### src/rtl/mc_pkg.sv
// Shared encodings for the multicycle MIPS control unit.
// States, opcodes, mux select codes and the control-word bundle.
package mc_pkg;

  typedef enum logic [3:0] {
    S_FETCH  = 4'd0,
    S_DECODE = 4'd1,
    S_MEMADR = 4'd2,
    S_MEMRD  = 4'd3,
    S_MEMWB  = 4'd4,
    S_MEMWR  = 4'd5,
    S_RTEXE  = 4'd6,
    S_RTWB   = 4'd7,
    S_BRANCH = 4'd8,
    S_JUMP   = 4'd9,
    S_IEXE   = 4'd10,
    S_IWB    = 4'd11
  } state_t;

  localparam logic [5:0] OP_R    = 6'b000000;
  localparam logic [5:0] OP_LW   = 6'b100011;
  localparam logic [5:0] OP_SW   = 6'b101011;
  localparam logic [5:0] OP_BEQ  = 6'b000100;
  localparam logic [5:0] OP_J    = 6'b000010;
  localparam logic [5:0] OP_ADDI = 6'b001000;
  localparam logic [5:0] OP_ANDI = 6'b001100;
  localparam logic [5:0] OP_ORI  = 6'b001101;

  localparam logic [1:0] ALU_ADD   = 2'b00;
  localparam logic [1:0] ALU_SUB   = 2'b01;
  localparam logic [1:0] ALU_FUNCT = 2'b10;
  localparam logic [1:0] ALU_LOGI  = 2'b11;

  localparam logic [1:0] SRCB_B     = 2'b00;
  localparam logic [1:0] SRCB_4     = 2'b01;
  localparam logic [1:0] SRCB_IMM   = 2'b10;
  localparam logic [1:0] SRCB_IMMSH = 2'b11;

  localparam logic [1:0] PCS_ALU    = 2'b00;
  localparam logic [1:0] PCS_ALUOUT = 2'b01;
  localparam logic [1:0] PCS_JUMP   = 2'b10;

  typedef struct packed {
    logic       pcwrite;
    logic       pcwritecond;
    logic       iord;
    logic       memread;
    logic       memwrite;
    logic       irwrite;
    logic       memtoreg;
    logic       regdst;
    logic       regwrite;
    logic       alusrca;
    logic [1:0] alusrcb;
    logic [1:0] aluop;
    logic [1:0] pcsource;
  } ctrl_t;

  function automatic logic is_logi(input logic [5:0] op);
    return (op == OP_ANDI) || (op == OP_ORI);
  endfunction

endpackage

### src/rtl/multicycle_control_out_decode.sv
// Moore control-word decoder: state (and IR opcode) to datapath controls.
// Codes 12-15 decode to an all-zero word.
module mc_out_decode
  import mc_pkg::*;
(
  input  logic [3:0] state,
  input  logic [5:0] op,
  output ctrl_t      ctrl
);

  // one control word per state, everything else idle
  always_comb begin
    ctrl = '0;
    case (state)
      S_FETCH: begin
        ctrl.memread = 1'b1;
        ctrl.irwrite = 1'b1;
        ctrl.pcwrite = 1'b1;
        ctrl.alusrcb = SRCB_4;
        ctrl.aluop   = ALU_ADD;
      end
      S_DECODE: begin
        ctrl.alusrcb = SRCB_IMMSH;
      end
      S_MEMADR: begin
        ctrl.alusrca = 1'b1;
        ctrl.alusrcb = SRCB_IMM;
        ctrl.aluop   = ALU_ADD;
      end
      S_MEMRD: begin
        ctrl.memread = 1'b1;
        ctrl.iord    = 1'b1;
      end
      S_MEMWB: begin
        ctrl.regwrite = 1'b1;
        ctrl.memtoreg = 1'b1;
      end
      S_MEMWR: begin
        ctrl.memwrite = 1'b1;
        ctrl.iord     = 1'b1;
      end
      S_RTEXE: begin
        ctrl.alusrca = 1'b1;
        ctrl.alusrcb = SRCB_B;
        ctrl.aluop   = ALU_FUNCT;
      end
      S_RTWB: begin
        ctrl.regwrite = 1'b1;
        ctrl.regdst   = 1'b1;
      end
      S_BRANCH: begin
        ctrl.alusrca     = 1'b1;
        ctrl.alusrcb     = SRCB_B;
        ctrl.aluop       = ALU_SUB;
        ctrl.pcwritecond = 1'b1;
        ctrl.pcsource    = PCS_ALUOUT;
      end
      S_JUMP: begin
        ctrl.pcwrite  = 1'b1;
        ctrl.pcsource = PCS_JUMP;
      end
      S_IEXE: begin
        ctrl.alusrca = 1'b1;
        ctrl.alusrcb = SRCB_IMM;
        ctrl.aluop   = is_logi(op) ? ALU_LOGI : ALU_ADD;
      end
      S_IWB: begin
        ctrl.regwrite = 1'b1;
      end
      default: ;
    endcase
  end

endmodule

### src/rtl/multicycle_control.sv
// Main control FSM of the multicycle MIPS CPU.
// Define MC_MEMWAIT_EN to stall memory states on mem_ready.
module multicycle_control
  import mc_pkg::*;
#(
  parameter int STATE_W = 4
) (
  input  logic               clk,
  input  logic               rst_n,
  input  logic [5:0]         Op,
  input  logic               Zero,
  input  logic               mem_ready,
  output logic               PCWrite,
  output logic               PCWriteCond,
  output logic               IorD,
  output logic               MemRead,
  output logic               MemWrite,
  output logic               IRWrite,
  output logic               MemtoReg,
  output logic               RegDst,
  output logic               RegWrite,
  output logic               ALUSrcA,
  output logic [1:0]         ALUSrcB,
  output logic [1:0]         ALUOp,
  output logic [1:0]         PCSource,
  output logic               ExtOp,
  output logic               Illegal,
  output logic [STATE_W-1:0] State
);

  logic [3:0] state_q;
  logic [3:0] state_d;
  logic       ext_q;
  logic       illegal_c;
  logic       ready;
  logic       fetch_go;
  ctrl_t      ctrl;

  logic is_r, is_mem, is_beq, is_j, is_imm;

  assign is_r   = (Op == OP_R);
  assign is_mem = (Op == OP_LW) || (Op == OP_SW);
  assign is_beq = (Op == OP_BEQ);
  assign is_j   = (Op == OP_J);
  assign is_imm = (Op == OP_ADDI) || is_logi(Op);

`ifdef MC_MEMWAIT_EN
  logic unused_in;
  assign unused_in = Zero;
  assign ready     = mem_ready;
`else
  logic unused_in;
  assign unused_in = Zero ^ mem_ready;
  assign ready     = 1'b1;
`endif

  // PC/IR loads in FETCH only once memory has answered
  assign fetch_go = ready || (state_q != S_FETCH);

  // state register
  always_ff @(posedge clk or negedge rst_n) begin
    if (!rst_n) state_q <= S_FETCH;
    else        state_q <= state_d;
  end

  // next-state dispatch and illegal-opcode flag
  always_comb begin
    state_d   = S_FETCH;
    illegal_c = 1'b0;
    case (state_q)
      S_FETCH:  state_d = ready ? S_DECODE : S_FETCH;
      S_DECODE: begin
        unique case (1'b1)
          is_r:    state_d = S_RTEXE;
          is_mem:  state_d = S_MEMADR;
          is_beq:  state_d = S_BRANCH;
          is_j:    state_d = S_JUMP;
          is_imm:  state_d = S_IEXE;
          default: illegal_c = 1'b1;
        endcase
      end
      S_MEMADR: state_d = (Op == OP_LW) ? S_MEMRD : S_MEMWR;
      S_MEMRD:  state_d = ready ? S_MEMWB : S_MEMRD;
      S_MEMWB:  state_d = S_FETCH;
      S_MEMWR:  state_d = ready ? S_FETCH : S_MEMWR;
      S_RTEXE:  state_d = S_RTWB;
      S_RTWB:   state_d = S_FETCH;
      S_BRANCH: state_d = S_FETCH;
      S_JUMP:   state_d = S_FETCH;
      S_IEXE:   state_d = S_IWB;
      S_IWB:    state_d = S_FETCH;
      default:  state_d = S_FETCH;
    endcase
  end

  // extension mode latched per instruction at end of DECODE
  always_ff @(posedge clk or negedge rst_n) begin
    if (!rst_n)                    ext_q <= 1'b1;
    else if (state_q == S_DECODE)  ext_q <= !is_logi(Op);
  end

  mc_out_decode u_dec (
    .state (state_q),
    .op    (Op),
    .ctrl  (ctrl)
  );

  // strobes are held low while reset is asserted
  assign PCWrite     = rst_n & ctrl.pcwrite & fetch_go;
  assign IRWrite     = rst_n & ctrl.irwrite & ready;
  assign PCWriteCond = rst_n & ctrl.pcwritecond;
  assign MemRead     = rst_n & ctrl.memread;
  assign MemWrite    = rst_n & ctrl.memwrite;
  assign RegWrite    = rst_n & ctrl.regwrite;
  assign Illegal     = rst_n & illegal_c;

  assign IorD     = ctrl.iord;
  assign MemtoReg = ctrl.memtoreg;
  assign RegDst   = ctrl.regdst;
  assign ALUSrcA  = ctrl.alusrca;
  assign ALUSrcB  = ctrl.alusrcb;
  assign ALUOp    = ctrl.aluop;
  assign PCSource = ctrl.pcsource;

  // branch offset always sign-extended during DECODE
  assign ExtOp = (state_q == S_DECODE) ? 1'b1 : ext_q;
  assign State = STATE_W'(state_q);

endmodule

### config.mk
export PLATFORM = sky130hd
export DESIGN_NAME = multicycle_control
export DESIGN_NICKNAME = d
export VERILOG_FILES = /design/src/rtl/mc_pkg.sv /design/src/rtl/multicycle_control_out_decode.sv /design/src/rtl/multicycle_control.sv
export SDC_FILE = /design/constraint.sdc
export NUM_CORES = 1
export LEC_CHECK = 0
export ABC_CLOCK_PERIOD_IN_PS = 3000
export CAP_MARGIN = 20
export CORE_AREA = 2 2 43 45
export DETAILED_ROUTE_END_ITERATION = 8
export DIE_AREA = 0 0 45 47
export PLACE_DENSITY = 0.82
export SLEW_MARGIN = 10
export SYNTH_ARGS = -nofsm -noshare
export SYNTH_HDL_FRONTEND = slang
export SYNTH_SLANG_ARGS = --single-unit
### constraint.sdc
create_clock -name clk -period 3 [get_ports clk]
set_input_delay 0.6 -clock clk [delete_from_list [all_inputs] [get_ports clk]]
set_output_delay 0.6 -clock clk [all_outputs]
set_load 0.01 [all_outputs]
==> flow_summary_export.csv <==
group,metric,value,unit
sta,setup_viol,0,
grt,antenna_found_initial,0,
setup_path,startpoint_type,"input port",
logic_synthesis,yosysTopAreaCell,"dfrtp_1",
floorplanning,core-area,1650,sq um
place,place_area,908,sq um
sta,setup_ws,0.123,ns
sta,finalHoldViolations,0,
routing,drc,0,
flow_run,cap_violations,0,
clock_network,cts_hold_buf,0,
setup_path,path_buf_inv,2,
floorplanning,dieArea,2120,sq um
final_layout,regArea,126,sq um
logic_synthesis,syn_area,534,sq um
logic_synthesis,ys_types,28,
final_layout,area_growth,77.3,%
routing,drtPass1Iterations,4,
floorplanning,start_util,0.323,
routing,via_per_inst,5.45,
place,hpwl,1.35,mm
routing,ant_nets,0,
setup_path,cp.required,2.40,ns
clock_network,clk_latency,0.25,ns
setup_path,path_class,"input port to output port",
logic_synthesis,ys_ff_latch,5,
logic_synthesis,avgSynthCellArea,6.85,sq um
grt,grt_pass1_vias,657,
sta,period_share,0.959,
grt,grt_pass1_wl,2.85,mm
worst_hold_path,hp-class,"input port to asynchronous set/reset pin",
clock_network,cts_tree,"yes",
final_layout,drive_gt1_frac,0.171,
logic_synthesis,synth_edf_count,0,
logic_synthesis,yosys_warnings,0,
pwr,ir_worst_vdd,205,uV
grt,track_usage,0.187,
place,place_ws,-0.0825,ns
logic_synthesis,synthTopCellsByArea,"dfrtp_1 19%, nor3_1 10%, a21oi_1 7.5%, nor2_1 6.3%, nand2b_1 5.9%",
pwr,p_leak,0.393,nW
routing,wl,1.77,mm
setup_path,crit_chain,"clkdlybuf4s50_1 -> or4_1 -> a211o_1 -> nand3_1 -> a21oi_1 -> dlygate4sd2_1",
logic_synthesis,syn_nets,88,
sta,clock.fmax,348,MHz
logic_synthesis,ys_seq_area_frac,0.237,
logic_synthesis,synth_cells,78,
outcome,status,"complete, no violations",
clock_network,h-tree-depth,1,
sta,maxSlewViolCount,0,
sta,tightest_slew,0.408,ns
place,routabilityCongestion,0.782,
setup_path,arrival,2.28,ns
sta,rsz0062_at_grt,"no",
setup_path,critPathSlowestCell,"or4_1",
sta,fin_skew,0.00557,ns
clock_network,path_clk_slew,0.05,ns
floorplanning,io_pins,32,
final_layout,multiInputGateArea,385,sq um
final_layout,final_area,947,sq um
clock_network,cts_sinks,5,
sta,whs,0.749,ns
logic_synthesis,synth_common_cells,"11 x nor3_1, 9 x nor2_1, 8 x a21oi_1",
routing,detail_route.iter0.violations,17,
clock_network,cts_buffer_depth,2,
setup_path,cp_max_fo,2,
floorplanning,chipHeight,47,um
setup_path,critPathMaxStageDelay,0.53,ns
logic_synthesis,synth_top_area_frac,0.187,
grt,grt_max_degree,18,
routing,routedWlPerCell,13.2,um
floorplanning,die_w,45,um
grt,overflow,0,
floorplanning,rows,15,
logic_synthesis,yosysMostFrequentCell,"nor3_1",
sta,timing.slew.headroom,0.726,
final_layout,nets,128,
setup_path,critPathTopFamily,"buffers and inverters",
routing,num_vias,730,
clock_network,cts_buffers,3,
pwr,power_density,486,nW/um^2
place,port_buffers,29,
logic_synthesis,synth_flop_cell,"dfrtp_1",
setup_path,endpoint_kind,"output port",
sta,min_period,2.88,ns
final_layout,diodes,0,
logic_synthesis,async_flop_share,1.00,
clock_network,root_buffer,"clkbuf_4",
final_layout,nFillCells,150,
==> layout make-up <==
class,count,area share
inverter,2,0.00793
sequential,5,0.133
multi-input combinational,65,0.407
timing repair buffer,41,0.402
tap,17,0.0225
clock buffer,4,0.0277
==> metal layers <==
metal	global-route usage	routed length, um	vias to the layer above
li1	-	-	365
met1	0.212	707	331
met2	0.346	944	32
met3	0.0346	111	2
met4	0.0706	8	0
met5	0	0	-
==> kinds of logic after synthesis <==
logic type / Yosys count / synth area share
flip-flops: 5 / 0.237
XOR/XNOR: 2 / 0.0328
AO/OA/AOI/OAI: 18 / 0.225
AND/OR/NAND/NOR: 45 / 0.440
buffers and inverters: 8 / 0.0656
==> final timing paths <==
path	from	end	slack, ns	cells after the start
min reg2reg	ext_q	ext_q	0.78	2
max in group asynchronous	rst_n	ext_q	2.05	2
max	Op[0]	Illegal	0.12	6
min	rst_n	State[3]	0.75	2
min in group clk	ext_q	ext_q	0.78	2
max reg2reg	State[2]	ext_q	1.61	3
==> through the flow <==
stage	std cells	TNS, ns	total power [mW]	utilization
floorplan	78	0	0.243	-
global placement	130	-0.193	0.376	0.550
detailed placement	130	-0.207	0.380	0.550
CTS	134	0	0.461	0.569
global route	134	0	0.499	0.573
finish	134	0	0.460	0.573
==> registers in the layout, indices dropped and copies added, names as in the netlist <==
register  flops
State         4
ext_q         1
==> what timing repair did <==
item / in CTS / in global routing
endpoints found under the setup margin: 3 / 1
buffers inserted: 0 / 0
gates resized for setup: 4 / 2
==> power by group <==
group	leakage (nW)	internal, mW	switching (mW)
sequential	0.0637	0.0797	0.0105
combinational	0.314	0.147	0.144
clock	0.0150	0.0504	0.0297
total	0.393	0.277	0.184
==> placed cells by master, fill, tap and decap left out, types with 2 or more instances in the layout <==
master and n:
nor2b_1 2, clkdlybuf4s50_1 26, nor3b_1 3, or4_1 2
a21oi_1 8, nor4_1 3, nand2_1 5, clkbuf_4 3
nor3_1 10, nand2b_1 5, nor2_1 9, nand3_1 3
dfrtp_1 4, o21ai_0 2, buf_4 12, dlygate4sd2_1 2
inv_1 2
(Power assumes the default switching activity.)
==> RTL edit: new RTL, same settings <==
Add a define of `MC_MEMWAIT_EN`.
--- a/src/rtl/multicycle_control.sv
+++ b/src/rtl/multicycle_control.sv
@@ -1,5 +1,7 @@
 // Main control FSM of the multicycle MIPS CPU.
 // Define MC_MEMWAIT_EN to stall memory states on mem_ready.
+`define MC_MEMWAIT_EN
+
 module multicycle_control
   import mc_pkg::*;
 #(
Check against the original RTL: not equivalent (a bounded check fails within 4 cycles, from zero or initial values and one cycle with rst_n low).
==> RTL edit against the unedited design <==
  * Global-route usage is 0.39 points lower
  * First-iteration DRC count down 41%
  * Final cell count rose by 2.2%
  * Synthesized area up 14%
  * Via count rose by 4.5%
  * Clock power grew 2%
  * Design area rose by 4.1%
  * Worst setup slack better by 0.029 ns
  * Sequential cell count stayed put
  * Count of clock-buffer cells in the layout stayed put
  * Total power up 12%
  * Routed wire length decreased by 0.68%
  * Critical path type unchanged
==> RTL edit: results (changes against the unedited design) <==
\begin{tabular}{lr}
\hline
Metric & Value \\
\hline
\multicolumn{2}{l}{\textbf{Outcome}} \\
\quad Run status & finished clean \\
\multicolumn{2}{l}{\textbf{Route}} \\
\quad Count of vias placed by the detailed router & 763 (+4.5\%) \\
\quad DRT met1 WL & 761 um (+7.6\%) \\
\quad Initial DRC count & 10 (-7) \\
\quad Detailed-route wire length & 1.760 mm (-0.68\%) \\
\multicolumn{2}{l}{\textbf{Setup path}} \\
\quad Cells on worst reg2reg path & 4 (+1) \\
\quad Max stage delay cell, worst path & sky130\_fd\_sc\_hd\_\_clkdlybuf4s50\_1 \\
\quad R2r endpoint & State[2] \\
\quad Data arrival time of the worst path & 2.25 ns (-0.03 ns) \\
\quad Worst reg-to-reg setup slack & 1.40 ns (-0.21 ns) \\
\multicolumn{2}{l}{\textbf{Place}} \\
\quad PortBufs & 30 (+3.4\%) \\
\quad Global placement routability congestion & 0.7924 (+1.4\%) \\
\quad Post-detailed-placement cell area & 948.4 um\^{}2 (+4.4\%) \\
\multicolumn{2}{l}{\textbf{Power}} \\
\quad Internal & 295.9 uW (+6.9\%) \\
\quad Static Leakage & 0.3678 nW (-6.4\%) \\
\quad Worst-case vdd ir drop & 227.9 uV (+11\%) \\
\multicolumn{2}{l}{\textbf{Global route}} \\
\quad First-pass GRT wire length & 2.794 mm (-1.9\%) \\
\quad Number of global-route vias before repair & 648 (-1.4\%) \\
\quad Global-route met1 utilization & 23.60\% (+2.4 points) \\
\quad Met2 Usage GRT & 31.14\% (-3.4 points) \\
\quad GRT Resource Usage Total & 18.27\% (-0.39 points) \\
\quad M3 GR Usage & 2.308\% (-1.2 points) \\
\multicolumn{2}{l}{\textbf{Final layout}} \\
\quad Non-filler instance count after layout & 137 (+2.2\%) \\
\quad Sequential cell area share & 12.82\% (-0.52 points) \\
\quad Synth-to-layout area growth & 62.47\% \\
\quad Inverter count of the layout excluding clock inverters & 5 (+3) \\
\quad Number of buffers outside the clock class in the layout & 38 (-7.3\%) \\
\quad Multi-input gate area in the final layout & 430.4 um\^{}2 (+12\%) \\
\quad Multi-input gate count & 68 (+4.6\%) \\
\quad Fraction of area in clock buffers and inverters & 2.665\% (-0.11 points) \\
\quad Layout cells sized above 1 & 11.67\% (-5.4 points) \\
\multicolumn{2}{l}{\textbf{Synth}} \\
\quad Synthesized netlist net count & 95 (+8.0\%) \\
\quad Top cells by area, synth & sky130\_fd\_sc\_hd\_\_dfrtp\_1 (16\%), sky130\_fd\_sc\_hd\_\_a21oi\_1 (9.1\%), sky130\_fd\_sc\_hd\_\_nor3\_1 (6.6\%) \\
\quad Portion of the post-synthesis area used by sequential elements & 20.82\% (-2.8 points) \\
\quad Distinct cell type count of the synthesized netlist & 36 (+29\%) \\
\quad Mapped Cells & 85 (+9.0\%) \\
\multicolumn{2}{l}{\textbf{Timing}} \\
\quad Worst hold margin & 0.5636 ns (-0.1854 ns) \\
\hline
\end{tabular}
==> RTL edit: worst min-delay path, cell delays in order, from the launching register on <==
cell	delay (ns)
sky130_fd_sc_hd__dfstp_2	0.35
sky130_fd_sc_hd__a21oi_1	0.14
sky130_fd_sc_hd__a31oi_1	0.06
==> RTL edit: kinds of logic (layout without fill, tap and decap cells) <==
family | after synthesis | after routing | synth area share [%]
buffers and inverters | 12 | 47 | 9.690
XOR/XNOR | 2 | 2 | 2.887
AO/OA/AOI/OAI | 28 | 28 | 29.07
multiplexers | 1 | 1 | 1.650
AND/OR/NAND/NOR | 37 | 37 | 35.88
flip-flops | 5 | 5 | 20.83
==> RTL edit: power by group through the flow <==
stage | logic [mW] | registers, mW | clock network [mW]
2_1_floorplan | 0.186 | 0.0999 | 0
3_3_place_gp | 0.307 | 0.119 | 0
3_5_place_dp | 0.311 | 0.121 | 0
4_1_cts | 0.313 | 0.120 | 0.0855
5_1_grt | 0.343 | 0.126 | 0.0856
6_report | 0.312 | 0.120 | 0.0818
